**src/rtl/int_pkg.sv**
```systemverilog
// Shared types and defaults for the interrupt controller.
package int_pkg;

  localparam int          N_IRQ_DEF      = 3;
  localparam logic [31:0] VEC_BASE_DEF   = 32'h0000_0200;
  localparam logic [31:0] VEC_STRIDE_DEF = 32'h0000_0040;

  // Level / depth width for the default line count; a top built with a
  // different N_IRQ must keep this width in step.
  localparam int LVL_W = $clog2(N_IRQ_DEF + 1);

  typedef logic [LVL_W-1:0] lvl_t;

  // One nesting frame: where to return to and which level was interrupted.
  typedef struct packed {
    logic [31:0] pc;
    lvl_t        lvl;
  } stack_ent_t;

endpackage

```
**src/rtl/int_prio_enc.sv**
```systemverilog
// Highest-set-bit encoder: idx is the highest asserted request, valid if any.
module int_prio_enc #(
  parameter int W  = 3,
  parameter int IW = (W > 1) ? $clog2(W) : 1
) (
  input  logic [W-1:0]  req,
  output logic [IW-1:0] idx,
  output logic          valid
);

  // Scan upwards so the last hit, i.e. the highest index, wins.
  always_comb begin
    idx   = '0;
    valid = 1'b0;
    for (int i = 0; i < W; i++) begin
      if (req[i]) begin
        idx   = IW'(i);
        valid = 1'b1;
      end
    end
  end

endmodule

```
**src/rtl/int_ctrl.sv**
```systemverilog
// Nesting fixed-priority interrupt controller feeding the IF stage.
// Requests are synchronised, edge-latched into pending, masked and granted
// above the current service level; return PCs live on an internal stack.
import int_pkg::*;

module int_ctrl #(
  parameter int          N_IRQ      = N_IRQ_DEF,
  parameter logic [31:0] VEC_BASE   = VEC_BASE_DEF,
  parameter logic [31:0] VEC_STRIDE = VEC_STRIDE_DEF
) (
  input  logic                         clk,
  input  logic                         CLR,
  input  logic [N_IRQ-1:0]             irq,
  input  logic                         mask_we,
  input  logic [N_IRQ-1:0]             mask_wdata,
  input  logic [31:0]                  PC_cur,
  input  logic                         PC_EN,
  input  logic                         Branch,
  input  logic                         J,
  input  logic                         ERET,
  output logic                         Int,
  output logic [31:0]                  Iaddr,
  output logic [31:0]                  EPC,
  output logic [N_IRQ-1:0]             pending,
  output logic [N_IRQ-1:0]             in_service,
  output logic [$clog2(N_IRQ+1)-1:0]   depth
);

  localparam int IW = (N_IRQ > 1) ? $clog2(N_IRQ) : 1;
  localparam int LW = $clog2(N_IRQ + 1);

  logic [N_IRQ-1:0] s1, s2, s3;
  logic [N_IRQ-1:0] rise;
  logic [N_IRQ-1:0] mask;
  logic [N_IRQ-1:0] elig;
  logic [N_IRQ-1:0] cand_oh;
  logic [N_IRQ-1:0] ret_clr;
  logic [IW-1:0]    srv_idx, cand_idx;
  logic             srv_valid, cand_valid;
  logic [LW-1:0]    lvl;
  logic             grant, ret;
  stack_ent_t       stack [N_IRQ];
  stack_ent_t       top_ent;

  // Current service level: highest in-service line + 1, 0 when idle.
  int_prio_enc #(.W(N_IRQ), .IW(IW)) u_srv_enc (
    .req   (in_service),
    .idx   (srv_idx),
    .valid (srv_valid)
  );

  assign lvl = srv_valid ? (LW'(srv_idx) + LW'(1)) : '0;

  // A line is eligible when pending, unmasked and strictly above the level.
  always_comb begin
    elig = '0;
    for (int i = 0; i < N_IRQ; i++) begin
      elig[i] = pending[i] & mask[i] & ((i + 1) > int'(lvl));
    end
  end

  int_prio_enc #(.W(N_IRQ), .IW(IW)) u_cand_enc (
    .req   (elig),
    .idx   (cand_idx),
    .valid (cand_valid)
  );

  // Never grant alongside a redirect or ERET: IF would drop the vector.
  // The depth test is a guard only; the level rule already bounds nesting.
  assign grant   = cand_valid & PC_EN & ~Branch & ~J & ~ERET & (int'(depth) < N_IRQ);
  assign ret     = ERET & PC_EN & (depth != '0);
  assign cand_oh = N_IRQ'(1) << cand_idx;
  assign rise    = s2 & ~s3;

  assign Int   = grant;
  assign Iaddr = grant ? (VEC_BASE + 32'(cand_idx) * VEC_STRIDE) : 32'h0;
  assign EPC   = top_ent.pc;

  // Select the top-of-stack frame; an empty stack reads as zero.
  always_comb begin
    top_ent = '0;
    for (int i = 0; i < N_IRQ; i++) begin
      if (int'(depth) == i + 1) top_ent = stack[i];
    end
  end

  // On return, drop every in-service bit at or above the level being restored.
  always_comb begin
    ret_clr = '0;
    for (int i = 0; i < N_IRQ; i++) begin
      if (i >= int'(top_ent.lvl)) ret_clr[i] = 1'b1;
    end
  end

  // Three-flop synchroniser per line; rise marks the first high sample.
  always_ff @(posedge clk or posedge CLR) begin
    if (CLR) begin
      s1 <= '0;
      s2 <= '0;
      s3 <= '0;
    end else begin
      s1 <= irq;
      s2 <= s1;
      s3 <= s2;
    end
  end

  // Mask register, all lines enabled out of reset.
  always_ff @(posedge clk or posedge CLR) begin
    if (CLR)          mask <= '1;
    else if (mask_we) mask <= mask_wdata;
  end

  // Pending / in-service / depth bookkeeping; a new edge beats the grant clear.
  always_ff @(posedge clk or posedge CLR) begin
    if (CLR) begin
      pending    <= '0;
      in_service <= '0;
      depth      <= '0;
    end else begin
      if (grant) begin
        pending    <= (pending & ~cand_oh) | rise;
        in_service <= in_service | cand_oh;
        depth      <= depth + LW'(1);
      end else begin
        pending <= pending | rise;
        if (ret) begin
          in_service <= in_service & ~ret_clr;
          depth      <= depth - LW'(1);
        end
      end
    end
  end

  // Push the squashed PC and interrupted level into the next free frame.
  always_ff @(posedge clk or posedge CLR) begin
    if (CLR) begin
      for (int i = 0; i < N_IRQ; i++) stack[i] <= '0;
    end else if (grant) begin
      for (int i = 0; i < N_IRQ; i++) begin
        if (int'(depth) == i) stack[i] <= '{pc: PC_cur, lvl: lvl_t'(lvl)};
      end
    end
  end

endmodule

```
**config.mk**
```make
export PLATFORM = sky130hd
export DESIGN_NAME = int_ctrl
export DESIGN_NICKNAME = d
export VERILOG_FILES = /design/src/rtl/int_pkg.sv /design/src/rtl/int_prio_enc.sv /design/src/rtl/int_ctrl.sv
export SDC_FILE = /design/constraint.sdc
export NUM_CORES = 1
export LEC_CHECK = 0
export CORE_AREA = 2 2 103 105
export CTS_BUF_LIST = sky130_fd_sc_hd__clkbuf_4
export DETAILED_ROUTE_END_ITERATION = 6
export DIE_AREA = 0 0 105 107
export PLACE_DENSITY_LB_ADDON = 0.2
export REMOVE_ABC_BUFFERS = 1
export SLEW_MARGIN = 20
export SYNTH_ARGS = -nofsm -noshare
export SYNTH_HDL_FRONTEND = slang
export SYNTH_SLANG_ARGS = --single-unit
```
**constraint.sdc**
```tcl
create_clock -name clk -period 7.35 [get_ports clk]
set_clock_uncertainty 0.1 [all_clocks]
set_input_delay 2.205 -clock clk [delete_from_list [all_inputs] [get_ports clk]]
set_output_delay 2.205 -clock clk [all_outputs]
set_load 0.005 [all_outputs]
```
After elaboration in Yosys (flattened, before gate mapping). Cells that the tools add are included.

Register bits after elaboration: 122. Latch bits: 0. Memory bits (writable): 0. Bits in read-only memories: 0. Input bits: 45. Output and inout bits: 73. Logic and storage cells: 82. Memories kept: 0.

Add/subtract/negate cells: 4. Multiply operators: 0. Div/mod/pow operators: 0. Magnitude comparators: 7. Equality and inequality tests: 3. Shift operators: 1. Mux-type cells: 23. Bitwise logic cells: 25. Reductions and logical operators: 6.

Operators by type and width (number): two-way mux 34 bit (3); bitwise AND 1 bit (13); adder 10 x 8 -> 11 bit (first input constant) (1); two-way mux 1 bit (11); two-way mux 11 bit (1); two-way mux 2 bit (5); bitwise AND 3 bit (3); two-way mux 3 bit (3); NOT 3 bit (3); bitwise OR 3 bit (3); AND reduction 2 bit (3); adder 2 x 1 -> 2 bit (second input constant) (2); equality test 2 bit (second input constant) (2); >= comparator 1 x 2 -> 1 bit (first input constant) (2); > comparator 2 bit (first input constant) (2); nonzero test 2 bit (2); NOT 1 bit (3); left shift 1 x 2 -> 3 bit (first input constant) (1); equality test 2 x 1 -> 1 bit (second input constant) (1); >= comparator 2 bit (first input constant) (1); > comparator 1 x 2 -> 1 bit (first input constant) (1); logical NOT 2 bit (1); less-than comparator 2 bit (second input constant) (1); subtractor 2 x 1 -> 2 bit (second input constant) (1).

Longest topological paths before layout. Gate-level depths: netlist of run 1.

Depth after elaboration: 15. Gate-level depth with buffers: 6. Depth with buffers taken out: 5.

Modules after synthesis. A second synthesis of run 1 with hierarchy kept.

Cells, all modules: 438. Area, all modules: 5655.4 µm².

By module, submodules not included: int_ctrl (times used 1, cells an instance 432, area an instance 5615.4 µm², sequential area each 3056.7 µm²); int_prio_enc (times used 2, cells an instance 3, area an instance 20.0 µm², sequential area each 0.0 µm²).

Least setup slack after synthesis of run 1. Ideal clock, no wire load.

Kind: input to output. From: input Branch. To: output Iaddr[9]. Arrival: 3.451 ns. Required time: 5.045 ns. Path slack: 1.594 ns. Stages on the path: 5. Buffers on the path: 1. Cell sequence: or4b_4 > nor3b_2 > nand2_1 > inv_1 > buf_4.

Word-level cells in the longest chain between the ends: 6.

RTL lines: from (decl) (RTL line int_ctrl.sv:18) `input logic Branch,`; NOT 1 bit (RTL line int_ctrl.sv:70) `assign grant = cand_valid & PC_EN & ~Branch & ~J & ~ERET & (int'(depth) < N_IRQ);`; bitwise AND 1 bit (4 in a row) (RTL line int_ctrl.sv:70); via Int (RTL line int_ctrl.sv:21) `output logic Int,`; two-way mux 11 bit (RTL line int_ctrl.sv:76) `assign Iaddr = grant ? (VEC_BASE + 32'(cand_idx) * VEC_STRIDE) : 32'h0;`; to (decl) (RTL line int_ctrl.sv:22) `output logic [31:0] Iaddr,`.

The timed path passes the listed nets, and every way through them passes these cells.

Worst setup path in the final report of run 1.
From: input PC_EN. To: output Int.

Word-level cells in the longest chain between the ends: 5.

RTL lines: from (decl) (RTL line int_ctrl.sv:17) `input logic PC_EN,`; bitwise AND 1 bit (5 in a row) (RTL line int_ctrl.sv:70); to (decl) (RTL line int_ctrl.sv:21).

No other way between the ends.

==> impl_results.md, run 1 <==
* Hold Crit Class: flip-flop to flip-flop
* Reg clk slew, reported paths at 0.10 ns
* Area added between synthesis and finish at 18.2%
* Root buffer cell: clkbuf_4
* Die area at between 10000 and 15000 µm²
* Ys flop type: dfrtp_1
* Fraction of layout cells with a size suffix above 1 at between 30% and 40%
* DR iter-0 viols at about 110
* PwrDens at around 360 nW/µm²
* Worst setup margin at 0.604 ns
* Overall Power at between 2 and 2.5 mW
* CTS max path bufs at 2
* First-pass GRT wire length at ~18 mm
* Crit-path max FO at 6
* Pint at 1.69 mW
* Critical path type: input port to output port
* Combinational power share at 39.7%
* Fin Hold WS at roughly 0.26 ns
* Seq cells post-synth at approximately 120
* Commonest non-fill, non-tap cell in the layout: dfrtp_1
* Vias in the first global route at roughly 3700
* Mapped Area at roughly 5700 µm²
* Total congestion overflow at 0
* Dpl ws at 0.598 ns
* Slack of the worst reg-to-reg path at approximately 3.7 ns
* Pins over their slew limit at 0
* DRC at 0
* Slew @ Worst Pin at 1.04 ns
* Number of I/O port buffers at about 90
* DR WL/cell at roughly 17 µm
* Synthesized area per cell at around 14 µm²
* # rows at 37
* RSZ-0062 raised after global routing: false
* Pin count of the biggest net entering global routing at between 70 and 80
* Switching Share at a little under a third
* Commonest non-fill, non-tap cells in the layout: 117 x dfrtp_1, 107 x mux2_2, 88 x clkdlybuf4s50_1, 33 x a22o_1, 30 x mux2_1
* Routed Antenna Nets at 0
* Final setup vio count at 0
* CTS buffer count at 17
* Max Cap Viol at 0
* Clk_lat worst skew at between 0.5 and 0.6 ns
* CTS H-tree lvls at 4
* Top Ports at ~120
* Post-synth EDFFs at 0
* Hold Fails Final Rpt at 0
* Sequential area share after synthesis at approximately 54%
* Min Tclk post-route at around 6.7 ns
* Vias per std cell at 5.45
* CTS tree: yes
* Post-placement cell count at about 600
* Post-Route Setup TNS at 0 ns
* Initial antenna violation count at 0
* Period utilisation layout at 91.8%
* Core box area at slightly above 10000 µm²
* Layout net count at 531
* Crit end category: output port
* Maximum vdd drop at around 0.00021 V
* Initial core utilization at 56.1%
* Async SR Flop Fraction at 100%
* Syn Inst Count at about 400
* Pre-Repair DR Iteration Count at 4
* Leading area contributor after synthesis: dfrtp_1
* Net switching power at between 0.7 and 0.8 mW
* Synth warnings at 0
* Resized Gates After CTS at 0
* Clk pwr share at between 10% and 20%
* Ant diodes at 0
* Worst Path Required at around 5.1 ns
* Die H at around 110 µm
* Tot GR Track Use at a little over a fifth
* Die width at ~110 µm
* Crit path DAT at approximately 4.4 ns
* Non-Filler Instances at 635
* Reg power frac at 44.3%
* Synth area leaders: dfrtp_1 53%, mux2_2 21%, mux2_1 6.0%
* Leakage at roughly 3.1 nW
* CTS sink count at approximately 120
* Max-slew headroom at approximately 30%
* Max frequency at between 100 and 150 MHz
* GP Congestion at approximately 0.77
* Synth top area share at a little over half
* Post-CTS setup buffer count at 0
* Via Count at roughly 3500
* CP Launch Type: input port
* Hold_buf cts at 0
* Status: finished clean
* Dpl hpwl at between 6 and 7 mm
* DRT Wirelength at roughly 11 mm
* Post-synth cell types at 43
==> through the flow <==
stage                     instance area [µm²]  util (%)
final                                    6700      66.4
after global routing                     6700      66.4
after CTS                                6700      66.4
after detailed placement                 6480      64.2
after global placement                   6480      64.2
after floorplan                          5390         -
==> sequential cells by signal (all words and copies together) (netlist names) <==
register	flops
s2	3
stack	102
s3	3
mask	3
pending	3
depth	2
s1	3
in_service	3
==> layout make-up <==
class	count	area [µm²]
fill	797	3390
sequential	122	3060
multi-input combinational	247	2320
timing repair buffer	91	903
clock buffer	26	195
tap	136	170
inverter	7	28.8
clock inverter	6	25.0
==> power groups by stage <==
stage / Clock, mW / Combinational (mW) / Sequential (mW)
floorplan: 0 / 0.547 / 1.09
global placement: 0 / 0.954 / 1.06
detailed placement: 0 / 0.969 / 1.08
CTS: 0.398 / 0.976 / 1.07
global route: 0.434 / 1.04 / 1.10
finish: 0.388 / 0.959 / 1.07
==> final timing paths <==
| check | startpoint | endpoint | cells after the start |
|---|---|---|---|
| min in group asynchronous | CLR | stack[26] | 2 |
| max | PC_EN | Int | 6 |
| max in group asynchronous | CLR | depth[0] | 3 |
| max reg2reg | depth[1] | stack[21] | 4 |
| min reg2reg | s1[1] | s2[1] | 0 |
| min | s1[1] | s2[1] | 0 |
==> cells in the mapped netlist (all sizes together), types with 2 or more instances <==
library cell and number:
nand3b 2, a211oi 2, dfrtp 119, a21oi 3, a21o 2, mux2 137
nand2b 2, a22o 33, inv 7, clkbuf 9, nand3 2, nand2 7
dfstp 3, buf 45, nor2 5, o211ai 2, nor2b 3
==> critical path: stages <==
cell             delay, ns
clkdlybuf4s50_1       0.52
or4b_4                0.51
nor3b_2               0.29
nand2_1               0.23
inv_1                 0.17
clkdlybuf4s50_1       0.51
==> cells by family (layout without fill, tap and decap cells) <==
group	Yosys count	count (layout)	share of synthesized area (%)
flip-flops	122	122	53.9
AND/OR/NAND/NOR	28	28	3.49
AO/OA/AOI/OAI	52	52	7.93
other	1	29	0.0662
multiplexers	138	138	27.4
buffers and inverters	61	130	7.18
==> metal layers <==
metal | share of wire [%] | vias up | GRT usage [%] | wire, µm
met2 | 49 | 107 | 34.8 | 5400
met5 | 0 | - | 0 | 0
met3 | 5.1 | 17 | 7.05 | 563
met1 | 44 | 1755 | 27.6 | 4860
met4 | 1.4 | 0 | 6.29 | 159
li1 | - | 1581 | - | -
(Power assumes the default switching activity.)
==> run 2, diff against run 1 <==
--- a/config.mk
+++ b/config.mk
@@ -5,10 +5,10 @@
 export SDC_FILE = /design/constraint.sdc
 export NUM_CORES = 1
 export LEC_CHECK = 0
-export CORE_AREA = 2 2 103 105
+export CORE_AREA = 2 2 141 143
 export CTS_BUF_LIST = sky130_fd_sc_hd__clkbuf_4
 export DETAILED_ROUTE_END_ITERATION = 6
-export DIE_AREA = 0 0 105 107
+export DIE_AREA = 0 0 143 145
 export PLACE_DENSITY_LB_ADDON = 0.2
 export REMOVE_ABC_BUFFERS = 1
 export SLEW_MARGIN = 20
==> constraint.sdc (replaced) <==
create_clock -name clk -period 7.35 [get_ports clk]
set_clock_uncertainty 0.1 [all_clocks]
set_input_delay 1.1025 -clock clk [delete_from_list [all_inputs] [get_ports clk]]
set_output_delay 1.1025 -clock clk [all_outputs]
set_load 0.005 [all_outputs]
==> impl_results.md, run 2 (same netlist as run 1, synthesis figures left out) <==
* Pre-Repair DR Iteration Count at 4 (unchanged)
* Routed Antenna Nets at 0 (unchanged)
* Worst setup margin at 2.75 ns (was 0.604 ns)
* Dpl ws at 2.77 ns (was 0.598 ns)
* Clk_lat worst skew at 0.51 ns (was 0.53 ns)
* CTS tree: yes (unchanged)
* Hold Fails Final Rpt at 0 (unchanged)
* CTS max path bufs at 2 (unchanged)
* Post-CTS setup buffer count at 0 (unchanged)
* Placed Instance Area at 6650 µm² (was 6480 µm²)
* Commonest non-fill, non-tap cell in the layout: dfrtp_1 (unchanged)
* Largest register FFs at 102 (unchanged)
* Die width at 143 µm (was 105 µm)
* Final setup vio count at 0 (unchanged)
* Largest stage delay, worst path at 0.53 ns (was 0.52 ns)
* Fill cells at 1834 (was 797)
* Final core utilization at 36.6% (was 66.4%)
* Die H at 145 µm (was 107 µm)
* Resized Gates After CTS at 0 (unchanged)
* GP Congestion at 0.773 (was 0.767)
* Fraction of layout cells with a size suffix above 1 at 31.1% (was 30.7%)
* Die area at 20700 µm² (was 11200 µm²)
* CTS sink count at 122 (unchanged)
* Min Tclk post-route at 4.60 ns (was 6.75 ns)
* DR WL/cell at 16.5 µm (was 17.3 µm)
* Crit-path max FO at 6 (unchanged)
* Period utilisation layout at 62.6% (was 91.8%)
* Critical path cell sequence: clkdlybuf4s50_1 -> or4b_4 -> nor3b_2 -> nand2_1 -> inv_1 -> clkdlybuf4s50_1 (unchanged)
* Pins over their slew limit at 0 (unchanged)
* Initial antenna violation count at 1 (was 0)
* Hold Crit Class: flip-flop to flip-flop (unchanged)
* Worst Path Required at 6.15 ns (was 5.05 ns)
* CP Launch Type: input port (unchanged)
* First-pass GRT wire length at 20.5 mm (was 18.5 mm)
* Dpl hpwl at 7.70 mm (was 6.65 mm)
* Root buffer cell: clkbuf_4 (unchanged)
* Number of I/O port buffers at 88 (unchanged)
* Total congestion overflow at 0 (unchanged)
* Max-slew headroom at 41.2% (was 30.5%)
* CTS H-tree lvls at 4 (unchanged)
* Leakage at 3.20 nW (was 3.14 nW)
* Crit-path leading delay family: buffers and inverters (unchanged)
* Buffer and inverter count on the worst path at 3 (unchanged)
* Vias in the first global route at 3780 (was 3676)
* Hold_buf cts at 0 (unchanged)
* Via Count at 3492 (was 3460)
* Pin count of the biggest net entering global routing at 70 (was 76)
* DR iter-0 viols at 170 (was 112)
* Layout net count at 534 (was 531)
* Commonest non-fill, non-tap cells in the layout: 117 x dfrtp_1, 107 x mux2_2, 88 x clkdlybuf4s50_1, 33 x a22o_1, 30 x mux2_1 (unchanged)
* PwrDens at 373 nW/µm² (was 361 nW/µm²)
* Post-Route Setup TNS at 0 ns (unchanged)
* Maximum vdd drop at 0.000108 V (was 0.000210 V)
* Core box area at 19200 µm² (was 10100 µm²)
* Critical path type: input port to output port (unchanged)
* DRT Wirelength at 12.7 mm (was 11.0 mm)
* Crit-path most repeated cell: clkdlybuf4s50_1 (unchanged)
* Non-Filler Instances at 769 (was 635)
* Status: finished clean (unchanged)
* Finished Cell Area at 7020 µm² (was 6700 µm²)
* Tot GR Track Use at 13.0% (was 21.4%)
* Max Cap Viol at 0 (unchanged)
* Vias per std cell at 4.54 (was 5.45)
* Initial core utilization at 29.5% (was 56.1%)
* Crit path DAT at 3.40 ns (was 4.44 ns)
* # rows at 51 (was 37)
* Max frequency at 217 MHz (was 148 MHz)
* Crit end category: output port (unchanged)
* RSZ-0062 raised after global routing: false (unchanged)
* Top Ports at 118 (unchanged)
* DRC at 0 (unchanged)
* Slew @ Worst Pin at 0.881 ns (was 1.04 ns)
* Area added between synthesis and finish at 24.0% (was 18.2%)
* Critical path's slowest cell: clkdlybuf4s50_1 (unchanged)
* Post-placement cell count at 734 (was 603)
* Reg clk slew, reported paths at 0.10 ns (about the same)
* Largest reg by FF count: stack (unchanged)
* CTS buffer count at 17 (unchanged)
## run 2: changes by cell type in the layout (fill, tap and decap cells not counted)
cell / previous run / this run
diode_2: 0 / 2
bufinv_16: 0 / 5
buf_4: 3 / 5
buf_16: 0 / 1
clkinvlp_4: 0 / 1
clkinv_2: 2 / 0
clkbuf_4: 26 / 22
## run 2: worst paths after layout
check	startpoint	endpoint	slack [ns]	cells past startpoint
max in group asynchronous	CLR	depth[0]	4.78	3
worst max register to register	mask[0]	stack[59]	4.75	4
worst max-delay path	PC_EN	Int	2.75	6
worst min-delay path	s1[2]	s2[2]	0.26	0
worst min register to register	s1[2]	s2[2]	0.26	0
min in group asynchronous	CLR	s2[1]	0.93	2
## run 2: metal layers
layer  up-vias  GRT usage [%]  routed length, µm  share of wire [%]
met5         -              0                  0                  0
met4         0           5.50                208                1.6
met3        17           3.40                525                4.1
met2        98           22.0               6380                 50
met1      1790           15.6               5590                 44
li1       1587              -                  -                  -
## run 2: worst reg2reg max path, delay by kind of cell (launching register included)
| kind | cells | cell delay [ns] |
|---|---|---|
| and+or+nand+nor | 2 | 0.83 |
| muxes | 1 | 0.59 |
| AOI/OAI and AO/OA | 1 | 0.43 |
| DFF | 1 | 0.55 |
## run 2: final cells by class
cell class	count	area, µm²	share of cell area, %
clock inverters	10	173	2.46
multi-input cells	247	2320	33.0
clock buffers	22	165	2.35
well taps	265	332	4.72
diodes	2	5.00	0.0713
flip-flops and latches	122	3060	43.6
repair buffers	94	946	13.5
inverters	7	28.8	0.410
## run 2: metrics by stage
stage	hold WS, ns	total power, mW
finish	0.260	2.62
global route	0.275	2.80
CTS	0.264	2.65
detailed placement	0.237	2.08
global placement	0.234	2.04
floorplan	0.231	1.64
## run 2: report_power, final
part           internal (mW)  switching [mW]  total (mW)  leakage [nW]
clock network          0.319           0.236       0.555         0.178
registers              0.938           0.131        1.07          1.55
logic                  0.603           0.393       0.996          1.47
total                   1.86           0.760        2.62          3.20
==> run 3, diff against run 2 <==
==> constraint.sdc (replaced) <==
create_clock -name clk -period 4.6 [get_ports clk]
set_clock_uncertainty 0.1 [all_clocks]
set_input_delay 0.69 -clock clk [delete_from_list [all_inputs] [get_ports clk]]
set_output_delay 0.69 -clock clk [all_outputs]
set_load 0.005 [all_outputs]
==> impl_results.md, run 3 (same netlist as run 1, synthesis figures left out) <==
* DRT Wirelength at 12.7 mm (about the same)
* Post-CTS setup buffer count at 0 (unchanged)
* Tot GR Track Use at 13.0% (about the same)
* Via Count at 3493 (was 3492)
* CTS tree: yes (unchanged)
* Pin count of the biggest net entering global routing at 123 (was 70)
* Largest reg by FF count: stack (unchanged)
* Crit end category: output port (unchanged)
* Hold Fails Final Rpt at 0 (unchanged)
* Core box area at 19200 µm² (unchanged)
* Largest stage delay, worst path at 0.53 ns (about the same)
* Slew @ Worst Pin at 0.836 ns (was 0.881 ns)
* Largest register FFs at 102 (unchanged)
* Vias per std cell at 4.55 (was 4.54)
* Dpl hpwl at 7.79 mm (was 7.70 mm)
* Area added between synthesis and finish at 22.3% (was 24.0%)
* Pre-Repair DR Iteration Count at 4 (unchanged)
* Routed Antenna Nets at 0 (unchanged)
* DR iter-0 viols at 154 (was 170)
* Worst setup margin at 0.843 ns (was 2.75 ns)
* Initial core utilization at 29.5% (unchanged)
* # rows at 51 (unchanged)
* Period utilisation layout at about four fifths
* Met2 Use GR at 22.0% (about the same)
* Cell depth of the worst flop-to-flop path at 5 (was 4)
* CTS sink count at 122 (unchanged)
* Max-slew headroom at 44.2% (was 41.2%)
* Crit-path most repeated cell: clkdlybuf4s50_1 (unchanged)
* CTS buffer count at 17 (unchanged)
* Fill cells at 1834 (unchanged)
* Commonest non-fill, non-tap cell in the layout: dfrtp_1 (unchanged)
* Max Cap Viol at 0 (unchanged)
* RSZ-0062 raised after global routing: false (unchanged)
* GP Congestion at 0.757 (was 0.773)
* Clk_lat worst skew at 0.51 ns (about the same)
* Critical path's slowest cell: clkdlybuf4s50_1 (unchanged)
* GRT met3 Usage at 3.50% (was 3.40%)
* Dpl ws at 0.834 ns (was 2.77 ns)
* Hold Crit Class: flip-flop to flip-flop (unchanged)
* Non-Filler Instances at 768 (was 769)
* Worst hold path depth at 0 (unchanged)
* Hold_buf cts at 0 (unchanged)
* Leakage at 3.17 nW (was 3.20 nW)
* M1 GR Usage at 15.9% (was 15.6%)
* Final setup vio count at 0 (unchanged)
* Post-Route Setup TNS at 0 ns (unchanged)
* Maximum vdd drop at 0.000197 V (was 0.000108 V)
* Crit path DAT at 2.97 ns (was 3.40 ns)
* Top Ports at 118 (unchanged)
* CTS max path bufs at 2 (unchanged)
* Vias in the first global route at 3718 (was 3780)
* Critical path type: input port to output port (unchanged)
* CP Launch Type: input port (unchanged)
* Reg clk slew, reported paths at 0.10 ns (about the same)
* Resized Gates After CTS at 0 (unchanged)
* Layout net count at 534 (unchanged)
* PwrDens at 577 nW/µm² (was 373 nW/µm²)
* Total number of cells along the worst setup path at 6 (unchanged)
* Crit-path max FO at 6 (unchanged)
* Number of I/O port buffers at 88 (unchanged)
* Min Tclk post-route at approximately 3.8 ns
* Status: finished clean (unchanged)
* Die width at 143 µm (unchanged)
* DRC at 0 (unchanged)
* Commonest non-fill, non-tap cells in the layout: 117 x dfrtp_1, 107 x mux2_2, 88 x clkdlybuf4s50_1, 33 x a22o_1, 30 x mux2_1 (unchanged)
* Fraction of layout cells with a size suffix above 1 at 31.3% (was 31.1%)
* Buffer and inverter count on the worst path at 3 (unchanged)
* Worst Path Required at 3.81 ns (was 6.15 ns)
* Die H at 145 µm (unchanged)
* Initial antenna violation count at 1 (unchanged)
* CTS H-tree lvls at 4 (unchanged)
* Die area at 20700 µm² (unchanged)
* DR WL/cell at 16.6 µm (was 16.5 µm)
* Critical path cell sequence: clkdlybuf4s50_1 -> or4b_4 -> nor3b_2 -> nand2_1 -> inv_1 -> clkdlybuf4s50_1 (unchanged)
* Busiest layer in global routing: met2 (unchanged)
* Max frequency at 266 MHz
* Total congestion overflow at 0 (unchanged)
* First-pass GRT wire length at 20.6 mm (was 20.5 mm)
* Crit-path leading delay family: buffers and inverters (unchanged)
* Root buffer cell: clkbuf_4 (unchanged)
* Pins over their slew limit at 0 (unchanged)
* Post-placement cell count at 735 (was 734)
[run 3: changes by cell type in the layout (fill, tap and decap cells not counted), sizes merged]
cell / before / now
clkinvlp: 1 / 0
diode: 2 / 1
clkbuf: 22 / 20
bufinv: 5 / 2
clkinv: 4 / 10
[run 3: area by class of cell]
| type | count | area (µm²) | area share, % |
|---|---|---|---|
| Multi-Input combinational cell | 247 | 2320 | 33.4 |
| Antenna cell | 1 | 2.50 | 0.0361 |
| Clock buffer | 20 | 150 | 2.17 |
| Inverter | 7 | 28.8 | 0.415 |
| Clock inverter | 12 | 106 | 1.53 |
| Tap cell | 265 | 332 | 4.78 |
| Sequential cell | 122 | 3060 | 44.1 |
| Timing Repair Buffer | 94 | 938 | 13.5 |
[run 3: routing by layer]
metal / part of all wire [%] / wire [µm]
met5: 0 / 0
met4: 1.4 / 175
met3: 3.6 / 456
met2: 51 / 6510
met1: 44 / 5570
[run 3: worst register-to-register path: cells and delay by family (launching register included)]
family / cells / cell delay, ns
simple gates: 2 / 0.64
mux: 1 / 0.36
buf+inv: 2 / 0.74
flops: 1 / 0.74
[run 3: power by group]
part / leakage (nW) / switching [mW] / internal (mW)
Combinational: 1.47 / 0.571 / 0.944
Sequential: 1.55 / 0.273 / 1.50
Clock: 0.152 / 0.384 / 0.329
Total: 3.17 / 1.23 / 2.77
[run 3: final timing paths]
check	start	endpoint	slack, ns
max	PC_EN	Int	0.84
min	s1[2]	s2[2]	0.26
max reg2reg	depth[1]	stack[3]	1.92
min reg2reg	s1[2]	s2[2]	0.26
max in group asynchronous	CLR	depth[1]	3.24
min in group asynchronous	CLR	pending[1]	0.56
[run 3: per-stage QoR]
stage	total power, mW	utilization, %	area [µm²]	hold WS (ns)
2_1_floorplan	2.62	-	5390	0.231
3_3_place_gp	3.29	34.7	6670	0.236
3_5_place_dp	3.34	34.7	6670	0.238
4_1_cts	4.07	36.1	6930	0.263
5_1_grt	4.28	36.1	6930	0.269
6_report	4.00	36.1	6930	0.259
